===== src/rtl/arith_microop_arbiter.sv =====
// Two-requester arbiter in front of a shared multi-cycle arithmetic datapath.
// Optional build macro ARB_ROUND_ROBIN_EN selects round-robin contention (default: requester 0 wins).
module arith_microop_arbiter #(
  parameter int unsigned LATENCY = 1
) (
  input  logic       clock,
  input  logic       reset,
  input  logic       req0_valid,
  input  logic [2:0] req0_op,
  input  logic [3:0] req0_a,
  input  logic [3:0] req0_b,
  output logic       req0_ready,
  input  logic       req1_valid,
  input  logic [2:0] req1_op,
  input  logic [3:0] req1_a,
  input  logic [3:0] req1_b,
  output logic       req1_ready,
  output logic [1:0] alu_s,
  output logic       alu_carry,
  output logic [3:0] alu_a,
  output logic [3:0] alu_b,
  input  logic [4:0] alu_data,
  output logic       rsp_valid,
  output logic       rsp_id,
  output logic [4:0] rsp_data,
  input  logic       rsp_ready,
  output logic [1:0] dbg_state,
  output logic       dbg_last_grant
);

  // Handshake: a requester transfers in the cycle its valid and ready are both high;
  // the response transfers in the cycle rsp_valid and rsp_ready are both high.

  typedef enum logic [1:0] {
    IDLE = 2'd0,
    EXEC = 2'd1,
    RESP = 2'd2
  } state_t;

  localparam logic [2:0] LOAD_CNT = 3'(LATENCY);

  state_t     state;
  state_t     state_next;
  logic [2:0] cnt;
  logic [2:0] hold_op;
  logic [3:0] hold_a;
  logic [3:0] hold_b;
  logic       hold_id;
  logic       last_grant;
  logic       grant_any;
  logic       grant_id;

  always_comb begin
    grant_any = 1'b0;
    grant_id  = 1'b0;
    if (state == IDLE && !reset) begin
      grant_any = req0_valid | req1_valid;
      if (req0_valid && req1_valid) begin
`ifdef ARB_ROUND_ROBIN_EN
        grant_id = ~last_grant;
`else
        grant_id = 1'b0;
`endif
      end else begin
        grant_id = req1_valid;
      end
    end
  end

  always_comb begin
    state_next = state;
    req0_ready = 1'b0;
    req1_ready = 1'b0;
    alu_s      = 2'd0;
    alu_carry  = 1'b0;
    alu_a      = 4'd0;
    alu_b      = 4'd0;
    case (state)
      IDLE: begin
        if (grant_any) begin
          state_next = EXEC;
          req0_ready = ~grant_id;
          req1_ready = grant_id;
        end
      end
      EXEC: begin
        alu_s     = hold_op[2:1];
        alu_carry = hold_op[0];
        alu_a     = hold_a;
        alu_b     = hold_b;
        if (cnt <= 3'd1) begin
          state_next = RESP;
        end
      end
      RESP: begin
        if (rsp_ready) begin
          state_next = IDLE;
        end
      end
      default: state_next = IDLE;
    endcase
  end

  always_ff @(posedge clock) begin
    if (reset) begin
      state      <= IDLE;
      cnt        <= 3'd0;
      hold_op    <= 3'd0;
      hold_a     <= 4'd0;
      hold_b     <= 4'd0;
      hold_id    <= 1'b0;
      last_grant <= 1'b1;
      rsp_id     <= 1'b0;
      rsp_data   <= 5'd0;
    end else begin
      state <= state_next;
      if (grant_any) begin
        hold_op    <= grant_id ? req1_op : req0_op;
        hold_a     <= grant_id ? req1_a  : req0_a;
        hold_b     <= grant_id ? req1_b  : req0_b;
        hold_id    <= grant_id;
        last_grant <= grant_id;
        cnt        <= LOAD_CNT;
      end
      if (state == EXEC) begin
        cnt <= cnt - 3'd1;
        // The cycle the counter reaches zero is the cycle alu_data is valid.
        if (cnt <= 3'd1) begin
          rsp_data <= alu_data;
          rsp_id   <= hold_id;
        end
      end
    end
  end

  assign rsp_valid      = (state == RESP);
  assign dbg_state      = state;
  assign dbg_last_grant = last_grant;

endmodule


===== config.mk =====
export PLATFORM = sky130hd
export DESIGN_NAME = arith_microop_arbiter
export DESIGN_NICKNAME = d
export VERILOG_FILES = /design/src/rtl/arith_microop_arbiter.sv
export SDC_FILE = /design/constraint.sdc
export NUM_CORES = 1
export LEC_CHECK = 0
export ABC_AREA = 1
export BUFFER_PORTS_ARGS = -buffer_cell sky130_fd_sc_hd__buf_2
export CAP_MARGIN = 20
export CORE_MARGIN = 8
export CORE_UTILIZATION = 43
export CTS_CLUSTER_DIAMETER = 80
export DETAILED_ROUTE_END_ITERATION = 8
export PLACE_DENSITY_LB_ADDON = 0.15
export SYNTH_ARGS = -nofsm -noshare
export SYNTH_HDL_FRONTEND = slang
export SYNTH_SLANG_ARGS = --single-unit

===== constraint.sdc =====
create_clock -name clock -period 1.08 [get_ports clock]
set_input_delay 0.108 -clock clock [delete_from_list [all_inputs] [get_ports clock]]
set_output_delay 0.108 -clock clock [all_outputs]
set_load 0.005 [all_outputs]

---- Word-level counts from Yosys, hierarchy flattened ----
Index checks and enable logic that the tools add are counted.
Widths: inputs -> output; s select.
storage, ports and cells
  output and inout bits ................... 23
  bits of input ports ..................... 32
  register bits ........................... 24
cells by class
  bitwise logic cells ..................... 2
  mux-type cells .......................... 20
  order comparisons ....................... 1
  $add $sub $neg .......................... 1
  reduce and logical (&&, ||, !) cells .... 7
  eq/ne operators ......................... 5
operators by type and width
  cell                 count
  $mux 4               4
  $mux 3               3
  $mux 1               8
  $mux 2               4
  $pmux 2 s3           1
  $ne 2x2->1 const B   2
  $le 3x1->1 const B   1
  $reduce_and 3->1     1
  $sub 3x1->3 const B  1
  $eq 2x1->1 const B   1
  $eq 2x2->1 const B   1
  $logic_and 1x1->1    2
  $logic_not 2->1      1
  $ne 2x1->1 const B   1
  $reduce_and 2->1     1
  $reduce_bool 2->1    1
  $logic_not 1->1      1
  $not 1->1            1
  $or 1x1->1           1

---- Longest topological paths before layout ----
Gate-level depths: netlist (run 1).
  depth in word-level cells ............... 6
  mapped depth ............................ 8
  mapped depth without buffers ............ 8

---- Worst setup path before layout (run 1) ----
No wires, ideal clock.
  path type ............................... register -> register
  from .................................... reg cnt[0]
  to ...................................... reg cnt[1]
  slack ................................... -0.074 ns
  data arrival time ....................... 1.085 ns
  cell stages (with the launch flop) ...... 5
  data required time ...................... 1.010 ns
  setup time .............................. 0.070 ns
  period minus slack after synthesis ...... 1.154 ns
  cell sequence ........................... dfxtp_1 > inv_1 > ha_1 > or2_2 > a21oi_1
between the ends
  word-level cells in the longest chain between the ends .. 2
RTL lines
  element                 line  RTL
  from (decl)             44    logic [2:0] cnt;
  from (signal assigned)  126   cnt <= cnt - 3'd1;
  $sub 3x1->3             126
  $mux 3                  125   if (state == EXEC) begin
No other way between the ends.
A chain may end at the register's enable or synchronous reset.

---- Worst setup path in the final report (run 1) ----
  from .................................... reg state[1] (netlist: dbg_state[1])
  to ...................................... reg hold_a[1]
between the ends
  word-level cells in the longest chain between the ends .. 4
  elaborated cells on any way between the ends .. 5
  those cells by class .................... 3 x mux; 2 x reduce/logical
RTL lines
  element                 line  RTL
  from (decl)             42    state_t state;
  from (signal assigned)  116   state <= state_next;
  $logic_not 2->1 (*)     56    if (state == IDLE && !reset) begin
  $logic_and 1x1->1 (*)   56
  $mux 1                  56
  $mux 4                  119   hold_a <= grant_id ? req1_a : req0_a;
  to (signal assigned)    119
  to (decl)               46    logic [3:0] hold_a;
Mark *: on every way between the ends. The rest lies on a longest branch, timed or not.

==> results.yml, run 1 <==
floorplan:
  rows: 20
  coreArea_mm2: 0.00300
  ios: 55
  die_area_mm2: 0.00517
  die_w_um: 71.9
  die_h_um: 71.9
  start_util_pct: 44.8
worst_setup_path:
  cp-start-kind: "register"
  r2r_slack_ns: -0.31
  cp-endpoint: "hold_a[1]"
  timing.critical_path.from: "dbg_state[1]"
  crit_required_ns: 1.31
  path_max_fanout: 5
  critPathKind: "register to register"
  regToRegEndpoint: "hold_a[1]"
  cp.arrival_ns: 1.62
  rr_startpoint: "dbg_state[1]"
  rr_worst_depth: 7
  cp-end-kind: "register"
clock_tree:
  cts_tree: "yes"
  cts-hold-fix-buffers: 0
  cts_buffers: 3
  clock_latency_ns: 0.32
  cts_root_buffer: "clkbuf_4"
  path_clk_slew_ns: 0.13
  cts.path.max_buffers: 2
  htreeDepth: 1
  cts.sinks: 24
placement:
  dpl_cell_area_mm2: 0.00174
  place_congestion: 0.840
  dpl.hpwl_um: 2670
  pre_cts_ws_ns: -0.127
  portBuffers: 54
global_route:
  grt_usage_pct: 15.1
  grt_overflow: 0
  antenna_found_initial: 0
  grt_max_degree: 16
  grt_first_pass_wirelength_um: 6400
  grt_pass1_vias: 1478
synth:
  syn-num-nets: 254
  ys.flop_type: "dfxtp_1"
  yosys.area.top_type: "dfxtp_1"
  synth_cells: 220
  synth.top_cell.area_share_pct: 35.7
  post_synth_main_area_contributors: "dfxtp_1 36%, nand2_1 19%, inv_1 14%, nor2_1 7.8%, a21oi_1 4.8%"
  ys_types: 23
  syn_area_per_cell_um2: 6.11
  yosys_warnings: 0
  ys_ff_latch: 24
  synth_area_mm2: 0.00135
  synthAdderAreaFrac_pct: 1.86
  synth_common_cells: "69 x nand2_1, 50 x inv_1, 28 x nor2_1"
  synth_xor_xnor_area_share_pct: 0
  synth_edf_count: 0
  synth_top_family_by_area: "simple AND/OR/NAND/NOR gates"
  synth_compound_area_share_pct: 6.23
  synth_most_common_cell: "nand2_1"
  synth.area.mux_share_pct: 0
  synth-async-reset-ratio_pct: 0
  synth-seq-area-share_pct: 35.7
  yosys.area_share.simple_pct: 38.2
pwr:
  ir_drop_mv: 0.586
  power.density_mw_per_mm2: 1220
  leakagePower_nw: 1.25
  totalPowerFinal_mw: 2.63
finish:
  utilization_pct: 71.9
  final_area_mm2: 0.00216
  nets: 337
  n_fill_cell: 248
  drive_gt1_share_pct: 43.7
  diodes: 0
  synthToLayoutAreaGrowth_pct: 60.6
timing:
  worst_slack_ns: -0.310
  fin_skew_ns: 0.00434
  hold_violations: 0
  finalMaxSlewViolations: 0
  worstMarginPinSlew_ns: 0.258
  setup_viol: 38
  finalCritPeriodShare_pct: 129
  rsz0062_at_grt: "yes"
  max_freq_mhz: 720
  slew_headroom_pct: 82.6
  fin_crit_ns: 1.39
detailed_routing:
  route.detailed.drc: 0
  finalWirelength_um: 4210
  wire_per_inst_um: 12.6
  final_antenna_net_count: 0
  first_pass_iters: 6
  via_per_inst: 4.65
  drt_iter0_drc: 84
  vias: 1557
job:
  maxCapViolations: 0
run_status:
  violations: "setup timing"
  status: "finished with violations"
min_path:
  worst_hold_path_type: "input pin to register"
  min_path_cells: 4
[sequential cells by signal, summed over array words and instances (netlist names)]
signal and count:
rsp_data 5, hold_a 4, hold_b 4, cnt 3
hold_op 3, dbg_state 2, dbg_last_grant 1, hold_id 1
rsp_id 1
[area by class of cell]
type / instances / area, µm² / share of cell area [%]
multi-input combinational: 137 / 776 / 35.9
clock inverter: 1 / 30.0 / 1.39
timing repair buffer: 84 / 586 / 27.1
sequential: 24 / 490 / 22.7
clock buffer: 3 / 22.5 / 1.04
tap: 33 / 41.3 / 1.91
inverter: 53 / 214 / 9.91
[critical path, stage by stage (launching register included)]
cell     delay, ns
dfxtp_2       0.37
nor2_4        0.19
buf_4         0.17
nand2_1       0.10
nor2_4        0.15
buf_4         0.14
buf_6         0.12
a21oi_1       0.07
[cell usage in the layout, fill, tap and decap left out]
cell type | netlist | routed
nand2_1 | 69 | 63
buf_2 | 1 | 51
inv_1 | 50 | 44
nor2_1 | 28 | 22
dfxtp_1 | 24 | 20
buf_4 | 1 | 18
buf_6 | 2 | 12
a21oi_1 | 13 | 11
nand3_2 | 2 | 6
inv_2 | 3 | 5
nor2_2 | 1 | 5
nand3_1 | 12 | 5
nand2_2 | 1 | 4
nand3_4 | 1 | 4
inv_4 | 0 | 3
nor2_4 | 1 | 3
a21oi_2 | 1 | 3
clkbuf_4 | 0 | 3
buf_12 | 0 | 3
o21ai_0 | 2 | 2
nand2_8 | 0 | 2
nand4_1 | 2 | 2
dfxtp_4 | 0 | 2
dfxtp_2 | 0 | 2
nand2_4 | 0 | 1
inv_8 | 0 | 1
or2_4 | 0 | 1
nor3_2 | 1 | 1
ha_1 | 2 | 1
ha_4 | 0 | 1
bufinv_16 | 0 | 1
[logic make-up after synthesis]
kind of cell / count (synthesis)
DFF: 24
and+or+nand+nor: 119
AOI/OAI and AO/OA: 16
buffers and inverters: 59
adders and majority gates: 2
[power by group]
group	switching, mW	internal [mW]	leakage [nW]
clock network	0.288	0.376	0.0279
registers	0.0453	0.973	0.200
logic	0.494	0.458	1.02
[metrics by stage]
step	std cells	hold WS, ns	setup TNS, ns
floorplan	220	0.177	0
global placement	315	0.383	-1.26
detailed placement	315	0.383	-1.83
CTS	331	0.0219	-6.19
global route	335	0.0435	-10.17
finish	335	0.0370	-7.96
[worst min path at each step]
stage	startpoint	to
2_1_floorplan	reset	cnt[1]
3_3_place_gp	rsp_ready	dbg_state[1]
3_5_place_dp	rsp_ready	dbg_state[1]
4_1_cts	rsp_ready	dbg_state[1]
5_1_grt	rsp_ready	dbg_state[1]
6_report	rsp_ready	dbg_state[1]
[what timing repair did]
item,in CTS,in global routing
cloned,1,0
pin swaps,12,12
buffers inserted,11,5
endpoints found under the setup margin,37,39
resized for setup,41,20
[routing by layer]
metal	up-vias	GRT usage [%]	part of all wire (%)
li1	809	-	-
met1	677	17.4	43
met2	61	26.0	49
met3	10	3.72	6.2
met4	0	5.67	1.7
met5	-	0	0
Power figures use the tool's default switching activity.
==> run 2, diff against run 1 <==
- PLACE_DENSITY: default -> 0.77
- PLACE_DENSITY_LB_ADDON: 0.15 -> default
==> run 2 against run 1 <==
Effect of this change: the run still ends with setup timing left; register-to-register slack better by 0.04 ns; critical path depth is 2 lower; cell count is 0.90% lower; maximum frequency is 2.9% higher; hold slack better by 0.017 ns; setup slack better by 0.039 ns; global-route usage is 0.19 points lower; clock power hardly changed; largest power group unchanged; highest routed layer unchanged.
==> results.yml, run 2 (synthesis results as in run 1) <==
min_path:
  worst_hold_path_type: "input pin to register"
timing:
  setup_viol: 31
  fin_skew_ns: 0.00997
  worst_slack_ns: -0.270
  slew_headroom_pct: 83.5
  tns_ns: -6.77
  hold_violations: 0
  finalMaxSlewViolations: 0
  max_freq_mhz: 741
  fin_crit_ns: 1.35
  finalCritPeriodShare_pct: 125
  worstMarginPinSlew_ns: 0.247
  rsz0062_at_grt: "yes"
clock_tree:
  cts_buffers: 3
  cts.sinks: 24
  clock_latency_ns: 0.33
  cts_root_buffer: "clkbuf_4"
  path_clk_slew_ns: 0.13
  htreeDepth: 1
  cts.path.max_buffers: 2
  cts_tree: "yes"
detailed_routing:
  first_pass_iters: 4
  vias: 1517
  final_antenna_net_count: 0
  route.detailed.drc: 0
  drt_iter0_drc: 89
  finalWirelength_um: 3990
  via_per_inst: 4.57
  wire_per_inst_um: 12.0
global_route:
  top_usage_layer: "met2"
  use_met2_pct: 26.1
  met1_usage_pct: 16.1
  grt_pass1_vias: 1493
  grt_overflow: 0
  antenna_found_initial: 0
  gr-usage-met3_pct: 2.89
  grt_usage_pct: 14.9
  grt_first_pass_wirelength_um: 6200
  grt_max_degree: 16
finish:
  diodes: 0
  n_fill_cell: 242
  layout_commonest_cell: "nand2_1"
  utilization_pct: 68.1
  synthToLayoutAreaGrowth_pct: 52.1
  largest_reg_flops: 5
  largest_register: "rsp_data"
  layout_common_cells: "65 x nand2_1, 51 x buf_2, 44 x inv_1, 20 x dfxtp_1, 19 x nor2_1"
  nets: 334
  biggestRegsByFlops: "rsp_data (5), hold_a (4), hold_b (4)"
  drive_gt1_share_pct: 41.1
worst_setup_path:
  worst_path_largest_cell_delay_ns: 0.38
  crit_top_cell: "buf_6"
  crit_required_ns: 0.97
  cp-endpoint: "req1_ready"
  critPathKind: "register to output pin"
  cp-start-kind: "register"
  crit_slowest_cell: "dfxtp_4"
  r2r_slack_ns: -0.27
  rr_worst_depth: 9
  rr_startpoint: "dbg_state[1]"
  cp-end-kind: "output pin"
  path_max_fanout: 3
  cp.arrival_ns: 1.24
  timing.critical_path.from: "dbg_state[1]"
  crit_chain: "nor2_4 > nand3_2 > buf_6 > inv_4 > buf_6"
  regToRegEndpoint: "hold_op[1]"
floorplan:
  start_util_pct: 44.8
  ios: 55
  coreArea_mm2: 0.00300
  die_w_um: 71.9
  die_area_mm2: 0.00517
  die_h_um: 71.9
  rows: 20
job:
  maxCapViolations: 0
run_status:
  status: "finished with violations"
  violations: "setup timing"
placement:
  pre_cts_ws_ns: -0.101
  dpl.hpwl_um: 2670
  place_congestion: 0.752
  portBuffers: 54
pwr:
  power.density_mw_per_mm2: 1210
  leakagePower_nw: 1.22
  ir_drop_mv: 0.655
## run 2: metrics by stage
step / area (µm²) / cells / hold WS, ns / power [mW]
global route: 2050 / 332 / 0.0602 / 2.63
floorplan: 1360 / 220 / 0.177 / 1.42
global placement: 1760 / 319 / 0.398 / 1.63
detailed placement: 1760 / 319 / 0.409 / 1.65
CTS: 1940 / 331 / 0.0431 / 2.41
finish: 2050 / 332 / 0.0542 / 2.48
## run 2: critical path, delay by kind of cell (launching register included)
family / cells / cell delay, ns
buffers and inverters: 3 / 0.27
and+or+nand+nor: 2 / 0.27
DFF: 1 / 0.38
## run 2: area by class of cell
| cell class | instances | area (µm²) | area share, % |
|---|---|---|---|
| clock buffer | 3 | 22.5 | 1.10 |
| inverter | 53 | 211 | 10.3 |
| timing repair buffer | 81 | 529 | 25.9 |
| tap | 33 | 41.3 | 2.02 |
| sequential | 24 | 490 | 24.0 |
| multi-input combinational | 137 | 721 | 35.2 |
| clock inverter | 1 | 30.0 | 1.47 |
## run 2: worst min-delay path by stage
stage | start | endpoint | slack [ns] | cells after the start
global route | rsp_ready | dbg_state[1] | 0.06 | 4
finish | rsp_ready | dbg_state[1] | 0.05 | 4
CTS | rsp_ready | dbg_state[1] | 0.04 | 4
floorplan | reset | cnt[1] | 0.18 | 1
global placement | req0_a[0] | hold_a[0] | 0.40 | 5
detailed placement | req0_a[0] | hold_a[0] | 0.41 | 5
## run 2: power breakdown
part           switching [mW]  leakage, nW  internal [mW]
clock                   0.284       0.0279          0.376
combinational           0.424        0.991          0.374
sequential             0.0483        0.199          0.972
total                   0.757         1.22           1.72
## run 2: what timing repair did
action,CTS,global route
endpoints found under the setup margin,37,40
buffers inserted,8,1
gates resized for setup,27,24
hold buffers,0,0
pin swaps,7,4
## run 2: routing by layer
layer  vias to the layer above  part of all wire (%)
met5                         -                     0
li1                        798                     -
met3                         9                   4.4
met1                       663                    41
met2                        47                    52
met4                         0                   2.6
==> run 3, diff against run 2 <==
- PLACE_DENSITY: 0.77 -> 0.73
==> run 3 against run 2 <==
Effect of this change: the flow still finishes with violations (setup timing); sequential power is essentially flat; flip-flop and latch count unchanged; design area grew 13%; setup slack worse by 0.044 ns; critical path depth up 1; clock skew is 0.0076 ns lower; maximum frequency down 3.2%; total power is 1.4% lower; sequential share of layout area is 2.8 points lower; non-clock buffer count increased by 3; critical endpoint is now alu_a[1]; highest routed layer unchanged.
==> results.yml, run 3 (synthesis results as in run 1) <==
run_status:
  status: "finished with violations"
  violations: "setup timing"
timing:
  fin_skew_ns: 0.00236
  finalCritPeriodShare_pct: 129
  fin_crit_ns: 1.39
  whs_ns: 0.0514
  rsz0062_at_grt: "yes"
  hold_violations: 0
  setup_viol: 38
  max_freq_mhz: 717
  slew_headroom_pct: 78.8
  worstMarginPinSlew_ns: 0.317
  finalMaxSlewViolations: 0
  worst_slack_ns: -0.315
clock_tree:
  cts_root_buffer: "clkbuf_4"
  cts_tree: "yes"
  clock_latency_ns: 0.32
  cts.path.max_buffers: 2
  path_clk_slew_ns: 0.13
  htreeDepth: 1
  cts_buffers: 3
  cts-hold-fix-buffers: 0
  cts.sinks: 24
detailed_routing:
  final_antenna_net_count: 0
  via_per_inst: 4.91
  first_pass_iters: 4
  route.detailed.drc: 0
  drt_iter0_drc: 108
  wire_per_inst_um: 14.8
  wl_met2_um: 2710
  top_layer: "met4"
  wl_met3_um: 278
  vias: 1651
  met1_length_um: 1810
  finalWirelength_um: 4960
worst_setup_path:
  path_max_fanout: 8
  cp-start-kind: "register"
  crit_required_ns: 0.97
  cp-end-kind: "output pin"
  critPathKind: "register to output pin"
  cp.arrival_ns: 1.29
pwr:
  leakagePower_nw: 1.28
  switching_share_pct: 36.4
  p_switching_uw: 889
  internal-power_mw: 1.56
  pwr-share-seq_pct: 41.9
  ir_drop_mv: 0.675
  power.density_mw_per_mm2: 1050
  clkPwrFrac_pct: 16.4
  p_comb_share_pct: 41.7
finish:
  utilization_pct: 77.2
  largest_reg_flops: 5
  largest_register: "rsp_data"
  biggestRegsByFlops: "rsp_data (5), hold_a (4), hold_b (4)"
  diodes: 0
  layout_common_cells: "53 x buf_2, 45 x inv_1, 39 x nand2_1, 20 x dfxtp_1, 19 x nand2_2"
  synthToLayoutAreaGrowth_pct: 72.3
  nets: 339
  n_fill_cell: 206
  layout_commonest_cell: "buf_2"
  drive_gt1_share_pct: 54.8
floorplan:
  die_area_mm2: 0.00517
  rows: 20
  ios: 55
  start_util_pct: 44.8
  coreArea_mm2: 0.00300
  die_h_um: 71.9
  die_w_um: 71.9
min_path:
  worst_hold_path_type: "input pin to register"
job:
  maxCapViolations: 0
global_route:
  grt_first_pass_wirelength_um: 7070
  antenna_found_initial: 0
  grt_usage_pct: 17.0
  grt_max_degree: 13
  grt_pass1_vias: 1584
  grt_overflow: 0
placement:
  dpl.hpwl_um: 2520
  place_congestion: 0.778
  portBuffers: 54
==> run 3: changes by cell type in the layout (fill, tap and decap cells not counted), moves of 4 or more <==
cell     change
nand2_1     -26
nand2_2     +17
nand2_4      +8
a21oi_1      -7
a21oi_2      +7
buf_4        -4
nand3_1      -4
==> run 3: worst max-delay path: stages (launching register included) <==
cell and delay (ns):
dfxtp_4 0.38, buf_6 0.12, inv_4 0.05, nand2_4 0.06
buf_12 0.15, nor2_4 0.09, buf_2 0.12
==> run 3: layout make-up <==
cell class | count | area (µm²) | area share, %
Clock buffer | 3 | 22.5 | 0.972
Timing Repair Buffer | 84 | 598 | 25.8
Tap cell | 33 | 41.3 | 1.78
Sequential cell | 24 | 490 | 21.2
Multi-Input combinational cell | 138 | 935 | 40.3
Inverter | 53 | 221 | 9.56
Timing Repair inverter | 1 | 8.76 | 0.378
==> run 3: final timing paths <==
check | startpoint | endpoint | slack [ns] | cells past startpoint
max | dbg_state[1] | alu_a[1] | -0.31 | 6
min reg2reg | rsp_data[0] | rsp_data[0] | 0.49 | 2
min | rsp_ready | dbg_state[1] | 0.05 | 4
max reg2reg | dbg_state[0] | hold_b[1] | -0.28 | 8
==> run 3: routing by layer <==
metal  GRT usage, %  up-vias
li1               -      819
met1           18.0      746
met2           30.0       68
met3           3.58       18
met4           10.4        0
met5              0        -
==> run 3: what timing repair did <==
item / 4_1_cts / 5_1_grt
hold endpoints to repair: 0 / 0
gates cloned: 4 / 0
pin swaps: 11 / 19
setup buffers: 13 / 6
resized for setup: 60 / 65
endpoints found under the setup margin: 38 / 39
==> run 3: power groups by stage <==
| stage | clock, mW | sequential (mW) | combinational (mW) |
|---|---|---|---|
| 2_1_floorplan | 0 | 1.03 | 0.386 |
| 4_1_cts | 0.393 | 1.01 | 0.838 |
| 3_5_place_dp | 0 | 1.03 | 0.608 |
| 3_3_place_gp | 0 | 1.03 | 0.602 |
| 5_1_grt | 0.430 | 1.03 | 1.10 |
| 6_report | 0.400 | 1.02 | 1.02 |
==> run 3: through the flow <==
stage | instances | power [mW] | setup slack (ns) | setup TNS (ns) | area [µm²]
finish | 336 | 2.44 | -0.315 | -8.83 | 2320
global route | 336 | 2.56 | -0.359 | -10.64 | 2320
CTS | 335 | 2.25 | -0.268 | -7.70 | 2100
detailed placement | 315 | 1.64 | -0.123 | -2.50 | 1730
global placement | 315 | 1.63 | -0.113 | -1.92 | 1730
floorplan | 220 | 1.42 | 0.000380 | 0 | 1360
